==> src/rtl/sudoku_pkg.sv <==
// Shared definitions for the sudoku game blocks: board geometry, group
// numbering used by the checker, and the state encodings of the game FSMs.
package sudoku_pkg;

    localparam int GRID     = 4;
    localparam int VAL_W    = 3;
    localparam int N_GROUPS = 12;

    localparam logic [3:0] GROUP_ROW_BASE = 4'd0;
    localparam logic [3:0] GROUP_COL_BASE = 4'd4;
    localparam logic [3:0] GROUP_BOX_BASE = 4'd8;
    localparam logic [3:0] LAST_GROUP     = 4'(N_GROUPS - 1);

    // Board checker sequencer states.
    typedef enum logic [1:0] {
        IDLE  = 2'd0,
        SCAN  = 2'd1,
        DRAIN = 2'd2,
        DONE  = 2'd3
    } chk_state_t;

    // Main game FSM states.
    typedef enum logic [1:0] {
        GAME_IDLE  = 2'd0,
        GAME_PLAY  = 2'd1,
        GAME_CHECK = 2'd2,
        GAME_WIN   = 2'd3
    } game_state_t;

    // Linear board address of a cell.
    function automatic logic [3:0] cell_addr(input logic [1:0] row, input logic [1:0] col);
        return {row, col};
    endfunction

endpackage

==> src/rtl/sudoku_check_seq_if.sv <==
// Request, board-read and verdict signals between the game FSM / board
// memory side (master) and the board checker sequencer (slave).
interface sudoku_check_seq_if;
    import sudoku_pkg::*;

    logic             start;
    logic             rd_en;
    logic [3:0]       rd_addr;
    logic [VAL_W-1:0] rd_data;
    logic             busy;
    logic             done;
    logic             solved;
    logic [3:0]       err_group;
    logic             err_empty;

    modport master (
        output start,
        input  rd_en,
        input  rd_addr,
        output rd_data,
        input  busy,
        input  done,
        input  solved,
        input  err_group,
        input  err_empty
    );

    modport slave (
        input  start,
        output rd_en,
        output rd_addr,
        input  rd_data,
        output busy,
        output done,
        output solved,
        output err_group,
        output err_empty
    );

endinterface

==> src/rtl/sudoku_addr_gen.sv <==
// Maps a constraint group g (0-3 rows, 4-7 cols, 8-11 boxes) and an index i
// within that group onto the board address row*4 + col.
module sudoku_addr_gen
    import sudoku_pkg::*;
(
    input  logic [3:0] g,
    input  logic [1:0] i,
    output logic [3:0] addr
);

    logic [1:0] rel;
    logic [1:0] row;
    logic [1:0] col;

    // Select row/column of the cell from the group kind and its offset.
    always_comb begin
        rel = '0;
        row = '0;
        col = '0;
        if (g < GROUP_COL_BASE) begin
            rel = 2'(g - GROUP_ROW_BASE);
            row = rel;
            col = i;
        end else if (g < GROUP_BOX_BASE) begin
            rel = 2'(g - GROUP_COL_BASE);
            row = i;
            col = rel;
        end else begin
            rel = 2'(g - GROUP_BOX_BASE);
            row = {rel[1], i[1]};
            col = {rel[0], i[0]};
        end
        addr = cell_addr(row, col);
    end

endmodule

==> src/rtl/sudoku_check_seq.sv <==
// Board checker: on a start pulse, reads every cell of each of the 12
// constraint groups in turn and checks it against a per-group seen-mask.
// Stops at the first empty, out-of-range or duplicate value and reports the
// offending group; otherwise reports the board as solved.
module sudoku_check_seq #(
    parameter int GRID  = sudoku_pkg::GRID,
    parameter int VAL_W = sudoku_pkg::VAL_W
) (
    input logic               clka,
    input logic               restart,
    sudoku_check_seq_if.slave bus
);
    import sudoku_pkg::*;

    if (GRID != 4) begin : g_grid_check
        $error("sudoku_check_seq: only GRID=4 is supported");
    end
    if (VAL_W != sudoku_pkg::VAL_W) begin : g_val_w_check
        $error("sudoku_check_seq: VAL_W must match sudoku_pkg::VAL_W");
    end

    localparam logic [VAL_W-1:0] MAX_VAL = VAL_W'(GRID);

    chk_state_t      state;
    chk_state_t      state_nx;
    logic [3:0]      g;
    logic [1:0]      i;
    logic [3:0]      chk_g;
    logic [1:0]      chk_i;
    logic            chk_valid;
    logic [GRID-1:0] seen;
    logic [GRID-1:0] seen_base;
    logic [GRID-1:0] v_bit;
    logic            check_active;
    logic            cell_empty;
    logic            cell_err;
    logic            last_issue;
    logic [3:0]      gen_addr;

    sudoku_addr_gen u_addr_gen (
        .g    (g),
        .i    (i),
        .addr (gen_addr)
    );

    assign last_issue = (g == LAST_GROUP) && (i == 2'd3);

    // Judge the value returned for the read issued on the previous cycle.
    always_comb begin
        check_active = chk_valid && ((state == SCAN) || (state == DRAIN));
        seen_base    = (chk_i == 2'd0) ? '0 : seen;
        v_bit        = GRID'(1) << (bus.rd_data - VAL_W'(1));
        cell_empty   = (bus.rd_data == '0);
        cell_err     = check_active &&
                       (cell_empty || (bus.rd_data > MAX_VAL) || (|(seen_base & v_bit)));
    end

    // State register.
    always_ff @(posedge clka) begin
        if (restart) begin
            state <= IDLE;
        end else begin
            state <= state_nx;
        end
    end

    // Next-state decode and the read/status strobes derived from the state.
    always_comb begin
        state_nx    = state;
        bus.rd_en   = 1'b0;
        bus.rd_addr = '0;
        bus.busy    = 1'b0;
        bus.done    = 1'b0;
        case (state)
            IDLE: begin
                if (bus.start) begin
                    state_nx = SCAN;
                end
            end
            SCAN: begin
                bus.rd_en   = 1'b1;
                bus.rd_addr = gen_addr;
                bus.busy    = 1'b1;
                if (cell_err) begin
                    state_nx = DONE;
                end else if (last_issue) begin
                    state_nx = DRAIN;
                end
            end
            DRAIN: begin
                bus.busy = 1'b1;
                state_nx = DONE;
            end
            DONE: begin
                bus.done = 1'b1;
                state_nx = IDLE;
            end
            default: begin
                state_nx = IDLE;
            end
        endcase
    end

    // Group/index walk, read-to-check pipeline tag, and the seen-mask.
    always_ff @(posedge clka) begin
        if (restart) begin
            g         <= '0;
            i         <= '0;
            chk_g     <= '0;
            chk_i     <= '0;
            chk_valid <= 1'b0;
            seen      <= '0;
        end else begin
            chk_valid <= bus.rd_en;
            chk_g     <= g;
            chk_i     <= i;
            if ((state == IDLE) && bus.start) begin
                g <= '0;
                i <= '0;
            end else if (state == SCAN) begin
                if (i == 2'd3) begin
                    i <= '0;
                    g <= g + 4'd1;
                end else begin
                    i <= i + 2'd1;
                end
            end
            if (check_active && !cell_err) begin
                seen <= seen_base | v_bit;
            end
        end
    end

    // Verdict: cleared on an accepted start, set when the scan ends.
    always_ff @(posedge clka) begin
        if (restart) begin
            bus.solved    <= 1'b0;
            bus.err_group <= '0;
            bus.err_empty <= 1'b0;
        end else if ((state == IDLE) && bus.start) begin
            bus.solved    <= 1'b0;
            bus.err_group <= '0;
            bus.err_empty <= 1'b0;
        end else if (cell_err) begin
            bus.solved    <= 1'b0;
            bus.err_group <= chk_g;
            bus.err_empty <= cell_empty;
        end else if (state == DRAIN) begin
            bus.solved    <= 1'b1;
            bus.err_group <= '0;
            bus.err_empty <= 1'b0;
        end
    end

endmodule

==> src/flat_wrapper.sv <==
// flat-port wrapper written by rule: the top's interface ports become plain ports
module sudoku_check_seq_flat import sudoku_pkg::*;
#(
    parameter int GRID  = sudoku_pkg::GRID,
    parameter int VAL_W = sudoku_pkg::VAL_W
)
  (clka, restart, bus_start, bus_rd_en, bus_rd_addr, bus_rd_data, bus_busy, bus_done, bus_solved, bus_err_group, bus_err_empty);
  sudoku_check_seq_if bus_i ();
  input logic clka;
  input logic restart;
  input wire logic [$bits(bus_i.start)-1:0] bus_start;
  output wire logic [$bits(bus_i.rd_en)-1:0] bus_rd_en;
  output wire logic [$bits(bus_i.rd_addr)-1:0] bus_rd_addr;
  input wire logic [$bits(bus_i.rd_data)-1:0] bus_rd_data;
  output wire logic [$bits(bus_i.busy)-1:0] bus_busy;
  output wire logic [$bits(bus_i.done)-1:0] bus_done;
  output wire logic [$bits(bus_i.solved)-1:0] bus_solved;
  output wire logic [$bits(bus_i.err_group)-1:0] bus_err_group;
  output wire logic [$bits(bus_i.err_empty)-1:0] bus_err_empty;
  assign bus_i.start = bus_start;
  assign bus_rd_en = bus_i.rd_en;
  assign bus_rd_addr = bus_i.rd_addr;
  assign bus_i.rd_data = bus_rd_data;
  assign bus_busy = bus_i.busy;
  assign bus_done = bus_i.done;
  assign bus_solved = bus_i.solved;
  assign bus_err_group = bus_i.err_group;
  assign bus_err_empty = bus_i.err_empty;
  sudoku_check_seq #(.GRID(GRID), .VAL_W(VAL_W)) u_core (.clka(clka), .restart(restart), .bus(bus_i));
endmodule
==> config.mk <==
export PLATFORM = sky130hd
export DESIGN_NAME = sudoku_check_seq_flat
export DESIGN_NICKNAME = d
export VERILOG_FILES = /design/src/rtl/sudoku_pkg.sv /design/src/rtl/sudoku_check_seq_if.sv /design/src/rtl/sudoku_addr_gen.sv /design/src/rtl/sudoku_check_seq.sv /design/src/flat_wrapper.sv
export SDC_FILE = /design/constraint.sdc
export NUM_CORES = 1
export LEC_CHECK = 0
export ABC_AREA = 1
export CAP_MARGIN = 20
export CORE_ASPECT_RATIO = 1.4
export CORE_UTILIZATION = 40
export CTS_CLUSTER_DIAMETER = 200
export DETAILED_ROUTE_END_ITERATION = 8
export PLACE_DENSITY = 0.65
export SLEW_MARGIN = 10
export SYNTH_ARGS = -nofsm -noshare
export SYNTH_HDL_FRONTEND = slang
export SYNTH_SLANG_ARGS = --single-unit
==> constraint.sdc <==
create_clock -name clka -period 1.7 [get_ports clka]
set_input_delay 0.34 -clock clka [delete_from_list [all_inputs] [get_ports clka]]
set_output_delay 0.34 -clock clka [all_outputs]
set_load 0.1 [all_outputs]
After elaboration in Yosys (flattened, before gate mapping)
Index checks and enable logic that the tools add are counted.
{ "op_classes": {"addsub": 5, "multipliers": 0, "div": 0, "n_lt_le_gt_ge": 3, "eq_ne": 7, "n_shift": 1, "n_mux": 18, "bitwise": 2, "reduce_logical": 19} }
{ "ops": {"columns": ["op", "n"], "rows": [
  ["2-bit 2-to-1 mux", 8],
  ["4-bit 2-to-1 mux", 4],
  ["2-bit case mux with 4 select lines", 1],
  ["2-bit equality test, second input constant", 3],
  ["1-bit logical AND", 5],
  ["1-bit 2-to-1 mux", 5],
  ["4-bit by 1-bit adder with 4-bit output, second input constant", 1],
  ["4-bit bitwise AND", 1],
  ["4-bit equality test, second input constant", 1],
  ["2-bit logical NOT", 2],
  ["4-bit by 3-bit less-than comparator with 1-bit output, second input constant", 1],
  ["4-bit less-than comparator, second input constant", 1],
  ["4-bit OR", 1],
  ["2-bit AND reduction", 2],
  ["2-bit OR reduction", 2],
  ["4-bit OR reduction", 1],
  ["1-bit by 3-bit << shifter with 4-bit output, first input constant", 1],
  ["2-bit by 1-bit subtractor with 2-bit output, second input constant", 2],
  ["3-bit greater-than comparator, second input constant", 1],
  ["3-bit logical NOT", 1],
  ["1-bit logical OR", 3],
  ["3-bit by 1-bit inequality test with 1-bit output, second input constant", 1],
  ["3-bit OR reduction", 1],
  ["3-bit by 1-bit subtractor with 3-bit output, second input constant", 1],
  ["5 further kinds", 5]
]} }
{ "word_totals": {"reg_bits": 25, "latch_bits": 0, "mem_bits_rw": 0, "romBits": 0, "inputBits": 6, "memories": 0} }

Longest topological paths before layout
Gate-level depths: netlist of the first run.
{ "logic_depth": {"depth_word": 8, "mapped_depth": 14, "mapped_depth_nobuf": 14} }

By module
A second synthesis of the first run with hierarchy kept.
{ "hier_totals": {"cells_unflattened": 178, "area_unflattened_um2": 1322.5} }
{ "modules_own_cells": {"columns": ["module", "n_inst", "cells_each", "area_per_inst_um2", "seq_area_each_um2"], "rows": [
  ["sudoku_check_seq", 1, 159, 1243.7, 500.5],
  ["sudoku_addr_gen", 1, 19, 78.8, 0.0]
]} }

Worst setup path after synthesis of the first run
OpenSTA, ideal clock, no wires.
{ "synth_timing": {"path_kind": "reg2out", "startpoint": "reg u_core.state[1]", "endpoint": "out bus_rd_addr[0]", "arrival_time_ns": 3.107, "t_required_ns": 1.360, "setup_slack_ns": -1.747, "path_stages_with_launch": 6, "n_path_buf": 1, "path_cell_list": "dfxtp_1 inv_1 ha_1 buf_2 o21ai_0 a21oi_1"} }
{ "synth_between": {"elab_chain_cells": 2} }
{ "synth_rtl": {"columns": ["item", "line", "rtl"], "rows": [
  ["start: declaration", "sudoku_check_seq.sv:24", "chk_state_t state;"],
  ["start signal: assignment", "sudoku_check_seq.sv:63", "state <= state_nx;"],
  ["2-bit by 1-bit equality test with 1-bit output", "sudoku_check_seq.sv:74", "case (state)"],
  ["4-bit 2-to-1 mux", "sudoku_check_seq.sv:74", null],
  ["end: declaration", "flat_wrapper.sv:13", "output wire logic [$bits(bus_i.rd_addr)-1:0] bus_rd_addr;"]
]} }
Every way passes these cells.

Worst setup path in the final report of the first run
{ "layout_timing": {"startpoint": "reg u_core.g[2]", "endpoint": "out bus_rd_addr[2]"} }
{ "layout_between": {"elab_chain_cells": 4} }
{ "layout_rtl": {"columns": ["item", "line", "rtl"], "rows": [
  ["start: declaration", "sudoku_check_seq.sv:26", "logic [3:0] g;"],
  ["start signal: assignment", "sudoku_check_seq.sv:123", "g <= g + 4'd1;"],
  ["4-bit less-than comparator", "sudoku_addr_gen.sv:24", "end else if (g < GROUP_BOX_BASE) begin"],
  ["2-bit 2-to-1 mux", "sudoku_addr_gen.sv:24", null],
  ["2-bit 2-to-1 mux *", "sudoku_addr_gen.sv:20", "if (g < GROUP_COL_BASE) begin"],
  ["4-bit 2-to-1 mux *", "sudoku_check_seq.sv:74", null]
]} }
Mark *: on every way between the ends. The rest lies on a longest branch, timed or not.

==> impl_summary.txt, run 1 <==
----------------------------------------------------
[Outcome]
  Outcome ... completed

[Logic synthesis]
  Mapped Area ... 1290 um2
  Per-instance average area after synthesis ... 7.678 um2
  Share of synthesized area occupied by flip-flops and latches ... 38.80%
  Largest cells by area after synthesis ... sky130_fd_sc_hd__dfxtp_1 (39%), sky130_fd_sc_hd__ha_1 (8.7%), sky130_fd_sc_hd__inv_1 (7.3%)
  Top FF cell, synth ... sky130_fd_sc_hd__dfxtp_1
  Area share of the largest cell type after synthesis ... 38.80%
  Post-synthesis cell type with the largest combined area ... sky130_fd_sc_hd__dfxtp_1
  Post-synth top cells ... sky130_fd_sc_hd__dfxtp_1 (25), sky130_fd_sc_hd__inv_1 (25), sky130_fd_sc_hd__nand2_1 (25), sky130_fd_sc_hd__nor2_1 (22), sky130_fd_sc_hd__a21oi_1 (10)
  Share of flip-flops with an asynchronous set or reset ... 0%
  Count of synthesis-stage warnings from yosys ... 0
  Syn_nets ... 183
  Synth cell types ... 28
  FF+latch count, synth ... 25
  Cell count after synthesis ... 168
  Number of flops mapped to enable cells by yosys ... 0

[STA]
  Clock period minus worst slack ... 1678 ps
  Highest clock frequency the design can meet ... 596.0 MHz
  Count of final hold-check violations ... 0
  Final Max Slew Viols ... 0
  Final setup violating endpoints ... 0
  Tightest slew margin relative to the limit ... 70.91%
  Measured slew at the worst slew-check pin ... 436.4 ps
  Share of the clock period used by the worst path after layout ... 98.70%
  Unrepaired setup endpoints after global routing ... yes
  Setup TNS after final layout ... 0 ps
  Setup clock skew after layout ... 6.123 ps
  Hold WS ... 455.6 ps
  Smallest setup slack after layout ... 22.11 ps

[GRT]
  Via count of the first global-routing pass ... 1231
  Maximum number of pins on one net before global-route repair ... 16
  Global routing met3 resource utilization ... 3.509%
  Busiest layer in global routing ... met2
  Wire length of the first global-routing pass ... 5.188 mm
  GRT met1 Usage ... 17.61%
  Met2 usage ... 39.26%
  Overall fraction of global-route tracks in use ... 19.30%
  Congestion Overflow GR ... 0
  Number of antenna violations at the first check in global routing ... 0

[Placed design]
  Detailed Place HPWL ... 2.319 mm
  Buffers on Ports ... 18
  Worst slack, placed ... -608.4 ps
  Final weighted congestion in routability-driven placement ... 0.7837

[Clocking]
  CTS hold repair buffers ... 0
  Worst-path clk slew ... 90 ps
  TritonCTS clock tree ... built
  Clock latency on the worst-skew pair ... 270 ps
  Max clock buf depth ... 2
  CTS H-tree depth ... 1
  Clock Sink Count ... 25
  Cts bufs inserted ... 3
  Cell at the root of the clock tree ... sky130_fd_sc_hd__clkbuf_8

[Worst hold path]
  Depth of the worst hold-timing path ... 2
  Type of the most critical hold path ... reg -> reg

[Pwr]
  Post-layout power ... 2.138 mW
  Pwr dens ... 1073 nW/um2
  Static leakage power ... 0.8401 nW
  Maximum VDD drop ... 0.6762 mV

[Floorplanning]
  Die Wd ... 50.00 um
  Starting density of the core ... 41.71%
  Row count ... 24
  Core Region ... 3093 um2
  Die Height ... 69.20 um
  Number of ports placed on the die boundary ... 19
  Floorplan die area ... 3459 um2

[Cells and area]
  Inserted Diodes ... 0
  Final Net Count ... 222
  Fraction of final layout cells sized beyond drive strength 1 ... 44.66%
  Fillers ... 253
  Area growth, synth to finish ... 54.41%

[Run]
  Count of max-cap constraint violations ... 0

[Detailed routing]
  Iteration-0 DRC Markers ... 41
  Via-to-Cell Ratio ... 5.000
  Overall via count from detail_route ... 1225
  Final antenna-violating net count ... 0
  Total iterations of the first detailed-routing run ... 4
  Average wire length per cell after detail routing ... 12.99 um
  Residual DRC ... 0
  Sum of routed wire length over all layers ... 3.183 mm

[Worst setup path]
  Sort of element at the start of the critical path ... flop
  Depth of the worst register-to-register path ... 9
  CP endpoint kind ... output port
  Type of the setup path with the least slack ... reg -> out
  Worst-path cell with the longest stage delay ... sky130_fd_sc_hd__dfxtp_4
  WP data arrival ... 1340 ps
  Highest fanout seen on the critical path ... 3
  Cells along the critical path ... inv_4, nor2_2, a22oi_1, o21ai_1, nand2_1, clkinvlp_4, buf_12
  Largest stage delay on the critical path ... 370 ps
  Critical Path RT ... 1360 ps

----------------------------------------------------
## worst max-delay path, delay by kind of cell (launching register included)
family	cells	cell delay, ps
compound gates	2	220
buf+inv	3	330
flops	1	370
simple gates	2	160
## registers in the layout (all words and copies together), names as in the netlist
| name | count |
|---|---|
| u_core.bus.err_group | 4 |
| u_core.chk_g | 4 |
| u_core.g | 4 |
| u_core.seen | 4 |
| u_core.chk_i | 2 |
| u_core.i | 2 |
| u_core.state | 2 |
| u_core.bus.err_empty | 1 |
| u_core.bus.solved | 1 |
| u_core.chk_valid | 1 |
## placed cells by master (no fill, tap or decap), types with 5 or more instances in the layout
cell type	count
sky130_fd_sc_hd__nand2_2	7
sky130_fd_sc_hd__inv_1	17
sky130_fd_sc_hd__nor3_1	5
sky130_fd_sc_hd__nand2_1	19
sky130_fd_sc_hd__nor2_4	5
sky130_fd_sc_hd__dfxtp_1	20
sky130_fd_sc_hd__nand3_1	9
sky130_fd_sc_hd__inv_2	8
sky130_fd_sc_hd__ha_1	5
sky130_fd_sc_hd__nor2_1	18
sky130_fd_sc_hd__buf_4	18
sky130_fd_sc_hd__buf_12	13
sky130_fd_sc_hd__a21oi_1	7
## area by class of cell
class	instances	area, um2	share of cell area (%)
Clock buffer	3	41.29	2.073
Clock inverter	1	7.507	0.3769
Inverter	27	107.6	5.402
Multi-Input combinational cell	113	829.5	41.65
Sequential cell	25	511.7	25.69
Tap cell	39	48.80	2.450
Timing Repair Buffer	37	445.4	22.36
## power breakdown
part           internal (mW)  total, mW  switching [mW]
Clock                  0.166      0.361           0.195
Sequential             0.637      0.696          0.0592
Combinational          0.396       1.08           0.685
Total                   1.20       2.14           0.939
## repair_timing
| action | in CTS | in global routing |
|---|---|---|
| setup endpoints to repair | 16 | 16 |
| pin swaps | 11 | 13 |
| resized for setup | 29 | 16 |
| setup buffers | 7 | 4 |
## worst paths after layout
check / startpoint / slack, ps / endpoint
setup / recovery: u_core.g[2] / 20 / bus_rd_addr[2]
setup reg to reg: u_core.state[1] / 120 / u_core.state[1]
hold / removal: u_core.chk_g[2] / 460 / u_core.bus.err_group[2]
hold reg to reg: u_core.chk_g[2] / 460 / u_core.bus.err_group[2]
## cell families after synthesis
group / after synthesis / synth area share (%)
simple gates: 76 / 28.32
flops: 25 / 38.80
compound gates: 28 / 14.75
fa+ha+maj: 9 / 8.730
buf+inv: 30 / 9.408
## layer usage
layer / vias to the layer above / routed length (um)
li1: 620 / -
met5: - / 0
met4: 0 / 51
met1: 580 / 1164
met3: 6 / 71
met2: 19 / 1895
## through the flow
stage / util, % / instance area (um2) / instances
after floorplan: - / 1350 / 168
after global placement: 56.35 / 1743 / 230
after detailed placement: 56.35 / 1743 / 230
after CTS: 62.34 / 1928 / 241
after global routing: 64.40 / 1992 / 245
final: 64.40 / 1992 / 245
Power figures use the tool's default switching activity.
==> inputs of run 2 (changes only) <==
--- a/config.mk
+++ b/config.mk
@@ -12,7 +12,7 @@
 export CTS_CLUSTER_DIAMETER = 200
 export DETAILED_ROUTE_END_ITERATION = 8
 export PLACE_DENSITY = 0.65
-export SLEW_MARGIN = 10
+export SLEW_MARGIN = 25
 export SYNTH_ARGS = -nofsm -noshare
 export SYNTH_HDL_FRONTEND = slang
 export SYNTH_SLANG_ARGS = --single-unit
==> results of run 2 <==
The final DEF is identical to that of run 1; final timing and power are the same.
